[src/rtl/dp_iso_pkg.sv]
`default_nettype none
// ============================================================================
//  Module   : dp_iso_pkg
//  Purpose  : Shared definitions for the DP isochronous lane scheduler.
//             - FSM state encoding
//             - main-link control symbol codes
//             - lane-count encodings, mux select codes
//             - lane-count to active-lane mask helper
//  Ports    : none (package)
//  Revision : 1.0 - initial release
// ============================================================================
package dp_iso_pkg;

    localparam int NUM_LANES = 4;

    // Scheduler FSM state encoding
    typedef logic [2:0] iso_state_t;
    localparam iso_state_t ST_IDLE   = 3'd0;
    localparam iso_state_t ST_BE     = 3'd1;
    localparam iso_state_t ST_ACTIVE = 3'd2;
    localparam iso_state_t ST_BS     = 3'd3;
    localparam iso_state_t ST_BLANK  = 3'd4;

    // Main-link symbol codes (K codes carry the control flag)
    localparam logic [7:0] BE_SYM    = 8'hFB;
    localparam logic [7:0] BS_SYM    = 8'hBC;
    localparam logic [7:0] SR_SYM    = 8'h1C;
    localparam logic [7:0] DUMMY_SYM = 8'h00;

    // cfg_lane_count encodings; code 2 is not a legal DP width and maps to 4
    localparam logic [1:0] LC_1LANE     = 2'd0;
    localparam logic [1:0] LC_2LANE     = 2'd1;
    localparam logic [1:0] LC_4LANE_ALT = 2'd2;
    localparam logic [1:0] LC_4LANE     = 2'd3;

    // Per-lane symbol source select
    typedef logic [1:0] lane_sel_t;
    localparam lane_sel_t SEL_DUMMY = 2'd0;
    localparam lane_sel_t SEL_DATA  = 2'd1;
    localparam lane_sel_t SEL_CTRL  = 2'd2;

    function automatic logic [NUM_LANES-1:0] lane_mask(input logic [1:0] lane_count);
        logic [NUM_LANES-1:0] mask;
        case (lane_count)
            LC_1LANE: mask = 4'b0001;
            LC_2LANE: mask = 4'b0011;
            default:  mask = 4'b1111;
        endcase
        return mask;
    endfunction

endpackage
`default_nettype wire

[src/rtl/dp_iso_lane_mux.sv]
`default_nettype none
// ============================================================================
//  Module   : dp_iso_lane_mux
//  Purpose  : Combinational per-lane symbol selector. Each enabled lane
//             carries either its byte of the pixel word, the shared control
//             symbol (flagged as K code) or the dummy symbol. Disabled lanes
//             are forced to 0 with flag 0.
//  Ports    : i_sel       - symbol source select (dummy/data/control)
//             i_ctrl_sym  - control symbol for all enabled lanes
//             i_data      - pixel word, byte k for lane k
//             i_lane_en   - active-lane mask
//             o_lane_sym  - per-lane symbol
//             o_lane_flag - per-lane control-symbol flag
//  Revision : 1.0 - initial release
// ============================================================================
module dp_iso_lane_mux
    import dp_iso_pkg::*;
#(
    parameter int AUX_DATA_WIDTH = 8
) (
    input  lane_sel_t                                   i_sel,
    input  logic [AUX_DATA_WIDTH-1:0]                   i_ctrl_sym,
    input  logic [NUM_LANES*AUX_DATA_WIDTH-1:0]         i_data,
    input  logic [NUM_LANES-1:0]                        i_lane_en,
    output logic [NUM_LANES-1:0][AUX_DATA_WIDTH-1:0]    o_lane_sym,
    output logic [NUM_LANES-1:0]                        o_lane_flag
);

    localparam logic [AUX_DATA_WIDTH-1:0] c_DUMMY = AUX_DATA_WIDTH'(DUMMY_SYM);

    for (genvar i = 0; i < NUM_LANES; i++) begin : g_lane
        assign o_lane_sym[i]  = !i_lane_en[i]        ? '0 :
                                (i_sel == SEL_DATA)  ? i_data[i*AUX_DATA_WIDTH +: AUX_DATA_WIDTH] :
                                (i_sel == SEL_CTRL)  ? i_ctrl_sym :
                                                       c_DUMMY;
        assign o_lane_flag[i] = i_lane_en[i] && (i_sel == SEL_CTRL);
    end

endmodule
`default_nettype wire

[src/rtl/dp_iso_lane_scheduler.sv]
`default_nettype none
// ============================================================================
//  Module   : dp_iso_lane_scheduler
//  Purpose  : Frames each video line of the isochronous main-link stream as
//             BE, active pixel words, BS (or SR), blanking, and spreads the
//             accepted pixel bytes over 1, 2 or 4 lanes. All lane outputs
//             are registered: the symbol chosen while the FSM sits in a
//             state appears on the lanes one cycle later.
//  Macro    : ISO_SR_INSERT_EN - when defined, every SR_PERIOD-th BS slot
//             (starting with the first after reset) carries SR instead.
//  Ports    : clk, rst_n                 - clock, async active-low reset
//             cfg_en                     - enable line generation
//             cfg_lane_count             - 0:1 lane, 1:2 lanes, 2/3:4 lanes
//             cfg_active_syms            - active words per line
//             cfg_blank_syms             - blanking symbols per line
//             in_data, in_valid, in_ready- pixel word stream
//             iso_symbols_lane0..3       - per-lane output symbol
//             control_sym_flag_lane0..3  - per-lane K-code flag
//             line_done                  - pulse with last blanking symbol
//             underflow                  - pulse with each stall symbol
//  Revision : 1.0 - initial release
// ============================================================================
module dp_iso_lane_scheduler
    import dp_iso_pkg::*;
#(
    parameter int AUX_DATA_WIDTH = 8,
    parameter int CNT_W          = 16,
    parameter int SR_PERIOD      = 512
) (
    input  logic                          clk,
    input  logic                          rst_n,
    input  logic                          cfg_en,
    input  logic [1:0]                    cfg_lane_count,
    input  logic [CNT_W-1:0]              cfg_active_syms,
    input  logic [CNT_W-1:0]              cfg_blank_syms,
    input  logic [4*AUX_DATA_WIDTH-1:0]   in_data,
    input  logic                          in_valid,
    output logic                          in_ready,
    output logic [AUX_DATA_WIDTH-1:0]     iso_symbols_lane0,
    output logic [AUX_DATA_WIDTH-1:0]     iso_symbols_lane1,
    output logic [AUX_DATA_WIDTH-1:0]     iso_symbols_lane2,
    output logic [AUX_DATA_WIDTH-1:0]     iso_symbols_lane3,
    output logic                          control_sym_flag_lane0,
    output logic                          control_sym_flag_lane1,
    output logic                          control_sym_flag_lane2,
    output logic                          control_sym_flag_lane3,
    output logic                          line_done,
    output logic                          underflow
);

    localparam logic [CNT_W-1:0] c_ONE = {{(CNT_W-1){1'b0}}, 1'b1};

    // ------------------------------------------------------------------
    // State and shadow configuration
    // ------------------------------------------------------------------
    iso_state_t             r_state;
    iso_state_t             w_next_state;
    logic [1:0]             r_lane_count;
    logic [CNT_W-1:0]       r_active_syms;
    logic [CNT_W-1:0]       r_blank_syms;
    logic [CNT_W-1:0]       r_cnt;

    logic                   w_active_last;
    logic                   w_blank_last;
    logic                   w_accept;
    logic                   w_stall;
    logic                   w_line_done;
    lane_sel_t              w_sel;
    logic [7:0]             w_ctrl_sym;
    logic [7:0]             w_bs_sym;

    logic [NUM_LANES-1:0][AUX_DATA_WIDTH-1:0] w_lane_sym;
    logic [NUM_LANES-1:0]                     w_lane_flag;
    logic [NUM_LANES-1:0][AUX_DATA_WIDTH-1:0] r_lane_sym;
    logic [NUM_LANES-1:0]                     r_lane_flag;
    logic                                     r_in_ready;
    logic                                     r_line_done;
    logic                                     r_underflow;

    // A count of zero never reaches these compares: BE skips ACTIVE and
    // BS skips BLANK in that case.
    assign w_active_last = (r_cnt == (r_active_syms - c_ONE));
    assign w_blank_last  = (r_cnt == (r_blank_syms  - c_ONE));

    // ------------------------------------------------------------------
    // BS slot symbol: optionally replaced by SR on a fixed cadence
    // ------------------------------------------------------------------
`ifdef ISO_SR_INSERT_EN
    localparam int               c_SR_W    = (SR_PERIOD > 1) ? $clog2(SR_PERIOD) : 1;
    localparam logic [c_SR_W-1:0] c_SR_LAST = c_SR_W'(SR_PERIOD - 1);

    logic [c_SR_W-1:0] r_sr_cnt;

    always_ff @(posedge clk or negedge rst_n) begin
        if (!rst_n) begin
            r_sr_cnt <= '0;
        end else if (r_state == ST_BS) begin
            r_sr_cnt <= (r_sr_cnt == c_SR_LAST) ? '0 : r_sr_cnt + 1'b1;
        end
    end

    assign w_bs_sym = (r_sr_cnt == '0) ? SR_SYM : BS_SYM;
`else
    assign w_bs_sym = BS_SYM;

    // SR_PERIOD only shapes the SR cadence; a non-positive value is never
    // meaningful, so it is referenced here to keep the parameter checked.
    if (SR_PERIOD < 1) begin : g_sr_period_invalid
    end
`endif

    // ------------------------------------------------------------------
    // FSM
    // ------------------------------------------------------------------
    always_ff @(posedge clk or negedge rst_n) begin
        if (!rst_n) begin
            r_state <= ST_IDLE;
        end else begin
            r_state <= w_next_state;
        end
    end

    always_comb begin
        w_next_state = r_state;
        w_sel        = SEL_DUMMY;
        w_ctrl_sym   = BE_SYM;
        w_accept     = 1'b0;
        w_stall      = 1'b0;
        w_line_done  = 1'b0;
        case (r_state)
            ST_IDLE: begin
                if (cfg_en) begin
                    w_next_state = ST_BE;
                end
            end
            ST_BE: begin
                w_sel        = SEL_CTRL;
                w_ctrl_sym   = BE_SYM;
                w_next_state = (r_active_syms == '0) ? ST_BS : ST_ACTIVE;
            end
            ST_ACTIVE: begin
                if (in_valid) begin
                    w_accept = 1'b1;
                    w_sel    = SEL_DATA;
                    if (w_active_last) begin
                        w_next_state = ST_BS;
                    end
                end else begin
                    w_stall = 1'b1;
                end
            end
            ST_BS: begin
                w_sel      = SEL_CTRL;
                w_ctrl_sym = w_bs_sym;
                if (r_blank_syms == '0) begin
                    w_next_state = cfg_en ? ST_BE : ST_IDLE;
                end else begin
                    w_next_state = ST_BLANK;
                end
            end
            ST_BLANK: begin
                if (w_blank_last) begin
                    w_line_done  = 1'b1;
                    w_next_state = cfg_en ? ST_BE : ST_IDLE;
                end
            end
            default: begin
                w_next_state = ST_IDLE;
            end
        endcase
    end

    // ------------------------------------------------------------------
    // Shadow config: only IDLE follows the live cfg_* inputs, so a line
    // in flight is immune to configuration changes.
    // ------------------------------------------------------------------
    always_ff @(posedge clk or negedge rst_n) begin
        if (!rst_n) begin
            r_lane_count  <= LC_1LANE;
            r_active_syms <= '0;
            r_blank_syms  <= '0;
        end else if (r_state == ST_IDLE) begin
            r_lane_count  <= cfg_lane_count;
            r_active_syms <= cfg_active_syms;
            r_blank_syms  <= cfg_blank_syms;
        end
    end

    // Shared ACTIVE/BLANK counter; holds across ACTIVE stalls
    always_ff @(posedge clk or negedge rst_n) begin
        if (!rst_n) begin
            r_cnt <= '0;
        end else begin
            case (r_state)
                ST_ACTIVE: begin
                    if (w_accept) begin
                        r_cnt <= w_active_last ? '0 : r_cnt + c_ONE;
                    end
                end
                ST_BLANK: begin
                    r_cnt <= w_blank_last ? '0 : r_cnt + c_ONE;
                end
                default: begin
                    r_cnt <= '0;
                end
            endcase
        end
    end

    // ------------------------------------------------------------------
    // Lane selection and output registers
    // ------------------------------------------------------------------
    dp_iso_lane_mux #(
        .AUX_DATA_WIDTH (AUX_DATA_WIDTH)
    ) u_lane_mux (
        .i_sel       (w_sel),
        .i_ctrl_sym  (AUX_DATA_WIDTH'(w_ctrl_sym)),
        .i_data      (in_data),
        .i_lane_en   (lane_mask(r_lane_count)),
        .o_lane_sym  (w_lane_sym),
        .o_lane_flag (w_lane_flag)
    );

    always_ff @(posedge clk or negedge rst_n) begin
        if (!rst_n) begin
            r_lane_sym  <= '0;
            r_lane_flag <= '0;
            r_in_ready  <= 1'b0;
            r_line_done <= 1'b0;
            r_underflow <= 1'b0;
        end else begin
            r_lane_sym  <= w_lane_sym;
            r_lane_flag <= w_lane_flag;
            // Registered from the next state so it is high exactly while
            // the FSM sits in ACTIVE.
            r_in_ready  <= (w_next_state == ST_ACTIVE);
            r_line_done <= w_line_done;
            r_underflow <= w_stall;
        end
    end

    assign in_ready               = r_in_ready;
    assign line_done              = r_line_done;
    assign underflow              = r_underflow;
    assign iso_symbols_lane0      = r_lane_sym[0];
    assign iso_symbols_lane1      = r_lane_sym[1];
    assign iso_symbols_lane2      = r_lane_sym[2];
    assign iso_symbols_lane3      = r_lane_sym[3];
    assign control_sym_flag_lane0 = r_lane_flag[0];
    assign control_sym_flag_lane1 = r_lane_flag[1];
    assign control_sym_flag_lane2 = r_lane_flag[2];
    assign control_sym_flag_lane3 = r_lane_flag[3];

endmodule
`default_nettype wire
[config.mk]
export PLATFORM = sky130hd
export DESIGN_NAME = dp_iso_lane_scheduler
export DESIGN_NICKNAME = d
export VERILOG_FILES = /design/src/rtl/dp_iso_pkg.sv /design/src/rtl/dp_iso_lane_mux.sv /design/src/rtl/dp_iso_lane_scheduler.sv
export SDC_FILE = /design/constraint.sdc
export NUM_CORES = 1
export LEC_CHECK = 0
export ABC_AREA = 0
export BUFFER_PORTS_ARGS = -buffer_cell sky130_fd_sc_hd__buf_4
export CAP_MARGIN = 20
export CORE_UTILIZATION = 50
export CTS_CLUSTER_SIZE = 16
export DETAILED_ROUTE_END_ITERATION = 10
export HOLD_SLACK_MARGIN = 0.1
export MAX_ROUTING_LAYER = met4
export PLACE_DENSITY = 0.74
export SYNTH_ARGS = -nofsm -noshare
export SYNTH_HDL_FRONTEND = slang
export SYNTH_SLANG_ARGS = --single-unit
[constraint.sdc]
create_clock -name clk -period 4.3 [get_ports clk]
set_clock_uncertainty 0.05 [all_clocks]
set_input_delay 0 -clock clk [delete_from_list [all_inputs] [get_ports clk]]
set_output_delay 0 -clock clk [all_outputs]
set_load 0.005 [all_outputs]
### After elaboration in Yosys (flattened, before gate mapping)

Cells that the tools add are included.
W data, S select, Z words.

| operators by class | value |
|---|---|
| add/sub/neg operators | 3 |
| multiply operators | 0 |
| divide/modulo/power cells | 0 |
| magnitude comparators | 0 |
| equal/unequal tests | 11 |
| shifts and indexed selects | 0 |
| mux-type cells | 31 |
| bitwise gates (word level) | 0 |
| reduce and logical (&&, ||, !) cells | 9 |

Operators by type and width:

| kind | number |
|---|---|
| $mux W8 | 9 |
| $mux W16 | 3 |
| $eq A16 B16 Y1 | 2 |
| $logic_not A16 Y1 | 2 |
| $pmux W16 S2 | 1 |
| $sub A16 B1 Y16 const B | 2 |
| $add A16 B1 Y16 const B | 1 |
| $mux W3 | 5 |
| $pmux W3 S5 | 1 |
| $eq A3 B2 Y1 const B | 3 |
| $mux W1 | 9 |
| $pmux W4 S2 | 1 |
| $mux W7 | 1 |
| $eq A2 B1 Y1 const B | 2 |
| $logic_and A1 B1 Y1 | 4 |
| $pmux W2 S2 | 1 |
| $eq A3 B1 Y1 const B | 1 |
| $eq A3 B3 Y1 const B | 1 |
| $logic_not A3 Y1 | 1 |
| $eq A2 B2 Y1 const B | 1 |
| $logic_not A2 Y1 | 1 |
| $ne A2 B2 Y1 const B | 1 |
| $reduce_or A2 Y1 | 1 |

| storage, ports and cells | value |
|---|---|
| register bits after elaboration | 92 |
| bits in latches | 0 |
| bits in writable memories | 0 |
| bits in read-only memories | 0 |
| input port bits | 70 |
| output and inout bits | 39 |
| word-level logic and storage cells | 67 |
| memories | 0 |

### Depth between registers and ports, before layout

| logic depth | value |
|---|---|
| depth in word-level cells | 7 |
| gate-level depth with buffers | 12 |

### Cells and area by module

From an unflattened synthesis, not the netlist that was laid out.

| unflattened totals | value |
|---|---|
| cells, all modules | 506 |
| area total of the unflattened synthesis | 5043.6 um^2 |

By module, submodules not included:

| module | times used | cells an instance | area each (um^2) | seq. area each (um^2) |
|---|---|---|---|---|
| dp_iso_lane_scheduler | 1 | 389 | 4371.7 | 2302.2 |
| dp_iso_lane_mux | 1 | 117 | 671.9 | 0.0 |

### Worst setup path after synthesis

No wires, ideal clock.

| timing | value |
|---|---|
| kind | register to register |
| from | register r_blank_syms[0] |
| to | register r_cnt[10] |
| setup time | 0.124 ns |
| data arrival time | 2.810 ns |
| required time | 4.126 ns |
| path slack | 1.317 ns |
| cell stages (with the launch flop) | 12 |
| buffers on the path | 1 |
| period minus slack after synthesis | 2.983 ns |
| cell sequence | dfrtp_1 inv_1 ha_1 or4b_1 or4_1 a22oi_1 o211ai_1 or4_4 nand3_4 o21a_4 buf_8 o21bai_1 |

| between the ends | value |
|---|---|
| word-level cells in the longest chain between the ends | 4 |

Ends and longest elaborated chain:

| what | RTL line | source |
|---|---|---|
| start: declaration | dp_iso_lane_scheduler.sv:60 | `logic [CNT_W-1:0] r_blank_syms;` |
| start signal: assignment | dp_iso_lane_scheduler.sv:185 | `r_blank_syms <= cfg_blank_syms;` |
| $sub A16 B1 Y16 | dp_iso_lane_scheduler.sv:83 | `assign w_blank_last = (r_cnt == (r_blank_syms - c_ONE));` |
| $eq A16 B16 Y1 | dp_iso_lane_scheduler.sv:83 |  |
| $mux W16 | dp_iso_lane_scheduler.sv:201 | `r_cnt <= w_blank_last ? '0 : r_cnt + c_ONE;` |
| $pmux W16 S2 | dp_iso_lane_scheduler.sv:194 | `case (r_state)` |
| end signal: assignment | dp_iso_lane_scheduler.sv:197 | `r_cnt <= w_active_last ? '0 : r_cnt + c_ONE;` |
| end signal: assignment | dp_iso_lane_scheduler.sv:201 |  |
| end: declaration | dp_iso_lane_scheduler.sv:61 | `logic [CNT_W-1:0] r_cnt;` |

Every way passes these cells.
A chain may end at the register's enable or synchronous reset.

### Final worst setup path

| timing | value |
|---|---|
| from | register r_active_syms[0] |
| to | register r_cnt[7] |

| between the ends | value |
|---|---|
| word-level cells in the longest chain between the ends | 5 |

Ends and longest elaborated chain:

| what | RTL line | source |
|---|---|---|
| start: declaration | dp_iso_lane_scheduler.sv:59 | `logic [CNT_W-1:0] r_active_syms;` |
| start signal: assignment | dp_iso_lane_scheduler.sv:184 | `r_active_syms <= cfg_active_syms;` |
| $sub A16 B1 Y16 | dp_iso_lane_scheduler.sv:82 | `assign w_active_last = (r_cnt == (r_active_syms - c_ONE));` |
| $eq A16 B16 Y1 | dp_iso_lane_scheduler.sv:82 |  |
| $mux W16 | dp_iso_lane_scheduler.sv:197 |  |
| $mux W16 | dp_iso_lane_scheduler.sv:196 | `if (w_accept) begin` |
| $pmux W16 S2 | dp_iso_lane_scheduler.sv:194 |  |

Every way passes these cells. The select of a mux whose other input is x is not followed.

==> impl_metrics.tcl <==
set metrics [dict create \
    status "complete, no violations" \
    yosysTopAreaCellShare_pct 44.5 \
    cpLargestDelayFamily "simple AND/OR/NAND/NOR gates" \
    path_clk_slew_ns 0.09 \
    yosys_warnings 0 \
    cts_tree "done" \
    cts_setup_buffers 0 \
    place_inst 745 \
    start_util_pct 51.9 \
    clkPwrFrac_pct 16.2 \
    htree_levels 3 \
    p_int_mw 2.32 \
    cp.arrival_ns 3.54 \
    fmax_mhz 297 \
    seqPwrFrac_pct 40.3 \
    holdWs_ns 0.329 \
    grt_max_degree 62 \
    clk_latency_ns 0.35 \
    die_h_um 103 \
    yosys.cell_types.count 67 \
    row_count 36 \
    hold_start "cfg_blank_syms[0]" \
    area_growth_pct 34.6 \
    combPwrFrac_pct 43.5 \
    drt-vias-per-instance 5.58 \
    fin_nets 768 \
    hp-class "input pin to register" \
    worstSetupPathType "register to register" \
    rsz0062_at_grt "no" \
    grt_pass1_vias 4457 \
    finalSetupViolCount 0 \
    initialDrtViolationCount 232 \
    p_sw_share_pct 38.8 \
    root_buffer "clkbuf_8" \
    async_reset_ff_share_pct 100 \
    startpoint "r_active_syms[0]" \
    fin_cells 833 \
    grt_pass1_wl_mm 21.7 \
    tightest_slew_ns 1.00 \
    synth_fa_ha_area_share_pct 0.733 \
    synth.largest_area_cell "dfrtp_1" \
    drt-total-wl_mm 13.2 \
    startpoint_type "register" \
    globalplace.congestion 0.865 \
    crit_chain "inv_1, ha_1, nor4b_2, nand4_1, xnor2_1, nor4_1, nor3b_1, and2_1, o21a_4, o31ai_1" \
    crit_path_max_incr_delay_ns 0.55 \
    worst-path-buf-inv 1 \
    relSlewSlack_pct 32.9 \
    ir_worst_vdd_v 0.000304 \
    reg2reg_from "r_active_syms[0]" \
    clk_path_buf_depth 2 \
    setup_tns_ns 0 \
    endpoint_kind "register" \
    p_per_area_mw_per_mm2 551 \
    period_minus_slack_ns 3.37 \
    synth_edf_count 0 \
    drive_above_1_share_pct 25.7 \
    synth_compound_area_share_pct 14.1 \
    ant_nets 0 \
    required_ns 4.47 \
    synth-xor-area-share_pct 6.62 \
    worst_path_max_delay_cell "nor4b_2" \
    overflow 0 \
    yosysSeqAreaShare_pct 44.5 \
    path_max_fanout 13 \
    cts.sinks 91 \
    post_synth.cell_area_avg_um2 9.47 \
    power_mw 3.80 \
    min_period_over_period_pct 78.3 \
    wl_per_cell_um 15.9 \
    antenna_found_initial 0 \
    num_antenna_cells 0 \
    vias 4650 \
    synthMuxAreaShare_pct 6.79 \
    syn-cell-area_mm2 0.00512 \
    synthSimpleGateAreaFrac_pct 23.0 \
    synth_cells 541 \
    dieArea_mm2 0.0107 \
    synth_top_family_by_area "simple AND/OR/NAND/NOR gates" \
    hpwl_mm 8.42 \
    core_area_mm2 0.00986 \
    netSwitchingPower_mw 1.47 \
    p_leak_nw 2.98 \
    grt_usage_pct 27.1 \
    dr.pass1.iters 5 \
    ys_top_cells_by_area "dfrtp_1 (44%), mux2_2 (6.6%), nand2_1 (4.6%)" \
    maxSlewViolCount 0 \
    synth_flop_cell "dfrtp_1" \
    place_ws_ns 1.04 \
    io_pins 109 \
    syn-num-nets 614 \
    max_cap_violations 0 \
    drc 0 \
    cts_buffers 9 \
    finalHoldViolCount 0 \
    ys_ff_latch 91 \
    chipWidth_um 103 \
    io_buffer_count 108 \
    fin_ws_ns 0.935 \
]
==> power by group through the flow <==
| stage | sequential (mW) | combinational (mW) | clock, mW |
|---|---|---|---|
| finish | 1.53 | 1.65 | 0.615 |
| global route | 1.59 | 1.85 | 0.667 |
| CTS | 1.53 | 1.63 | 0.629 |
| detailed placement | 1.54 | 1.57 | 0 |
| global placement | 1.53 | 1.53 | 0 |
| floorplan | 1.39 | 1.21 | 0 |
==> layout by cell type, fill, tap and decap left out, types with 6 or more instances in the layout <==
cell and instances:
a21oi_1 31, nand3_1 15, or2_2 6, inv_1 12
xor2_1 11, o21ai_0 18, mux2_2 30, or4_1 6
nand4_1 7, clkbuf_8 10, or3_1 7, dlygate4sd3_1 70
nand2_1 63, nor4_1 9, nor2_1 35, nand2b_1 10
dfrtp_1 91, and2_1 6, nor3_1 16, o221ai_1 6
xnor2_1 25, buf_4 112, nor2b_1 20
==> worst paths after layout <==
path                                         to  slack, ns  cells past startpoint
max                                    r_cnt[7]       0.93                     10
min                             r_blank_syms[0]       0.33                      4
max reg2reg                            r_cnt[7]       0.93                     10
min reg2reg                     r_lane_count[0]       0.47                      1
max in group asynchronous       r_blank_syms[0]       2.82                      4
min in group asynchronous  iso_symbols_lane3[5]       0.63                      4
==> timing repair <==
action / 4_1_cts / 5_1_grt
gates resized for setup: 0 / 0
hold endpoints to repair: 99 / 0
hold buffers: 71 / 0
==> cell type report <==
cell class	count	area (um^2)
inverter	12	45.0
multi-input combinational	398	2630
timing repair buffer	183	1560
sequential	91	2280
tap	133	166
clock buffer	10	138
clock inverter	6	71.3
fill	708	2970
==> synth_stat cells (7+ instances only) <==
cell	number
dfrtp_1	91
nand2_1	63
nor2_1	36
a21oi_1	31
mux2_2	30
clkbuf_1	29
xnor2_1	25
nor2b_1	20
o21ai_0	18
nor3_1	16
nand3_1	15
inv_1	12
xor2_1	11
nand2b_1	10
nor4_1	9
nand4_1	7
or3_1	7
==> metal layers <==
metal	track usage, %	vias up	wire [um]
met2	44.2	195	6360
met1	34.6	2222	5830
li1	-	2211	-
met4	8.88	0	189
met5	-	-	0
met3	4.50	22	824
==> logic make-up after synthesis <==
family,count (synthesis)
xor gates and xnor gates,37
AOI/OAI and AO/OA,106
muxes,31
adders and majority gates,3
DFF,91
and+or+nand+nor,221
buffers and inverters,52
==> worst min-delay path: stages <==
cell and delay, ns:
dlygate4sd3_1 0.52, buf_4 0.09, nand2_1 0.03, o21ai_0 0.05
==> registers in the layout (all words and copies together), names as in the netlist <==
| register | flops |
|---|---|
| in_ready | 1 |
| iso_symbols_lane0 | 8 |
| iso_symbols_lane1 | 8 |
| iso_symbols_lane2 | 8 |
| iso_symbols_lane3 | 8 |
| line_done | 1 |
| r_active_syms | 16 |
| r_blank_syms | 16 |
| r_cnt | 16 |
| r_lane_count | 2 |
| r_lane_flag | 3 |
| r_state | 3 |
| underflow | 1 |
==> per-stage QoR <==
stage          utilization (%)  instance area (um^2)
2_1_floorplan                -                  5120
3_3_place_gp              60.4                  5950
3_5_place_dp              60.4                  5950
4_1_cts                   69.8                  6880
5_1_grt                   69.9                  6890
6_report                  69.9                  6890
Note: power is estimated with default switching activity, not from simulation.
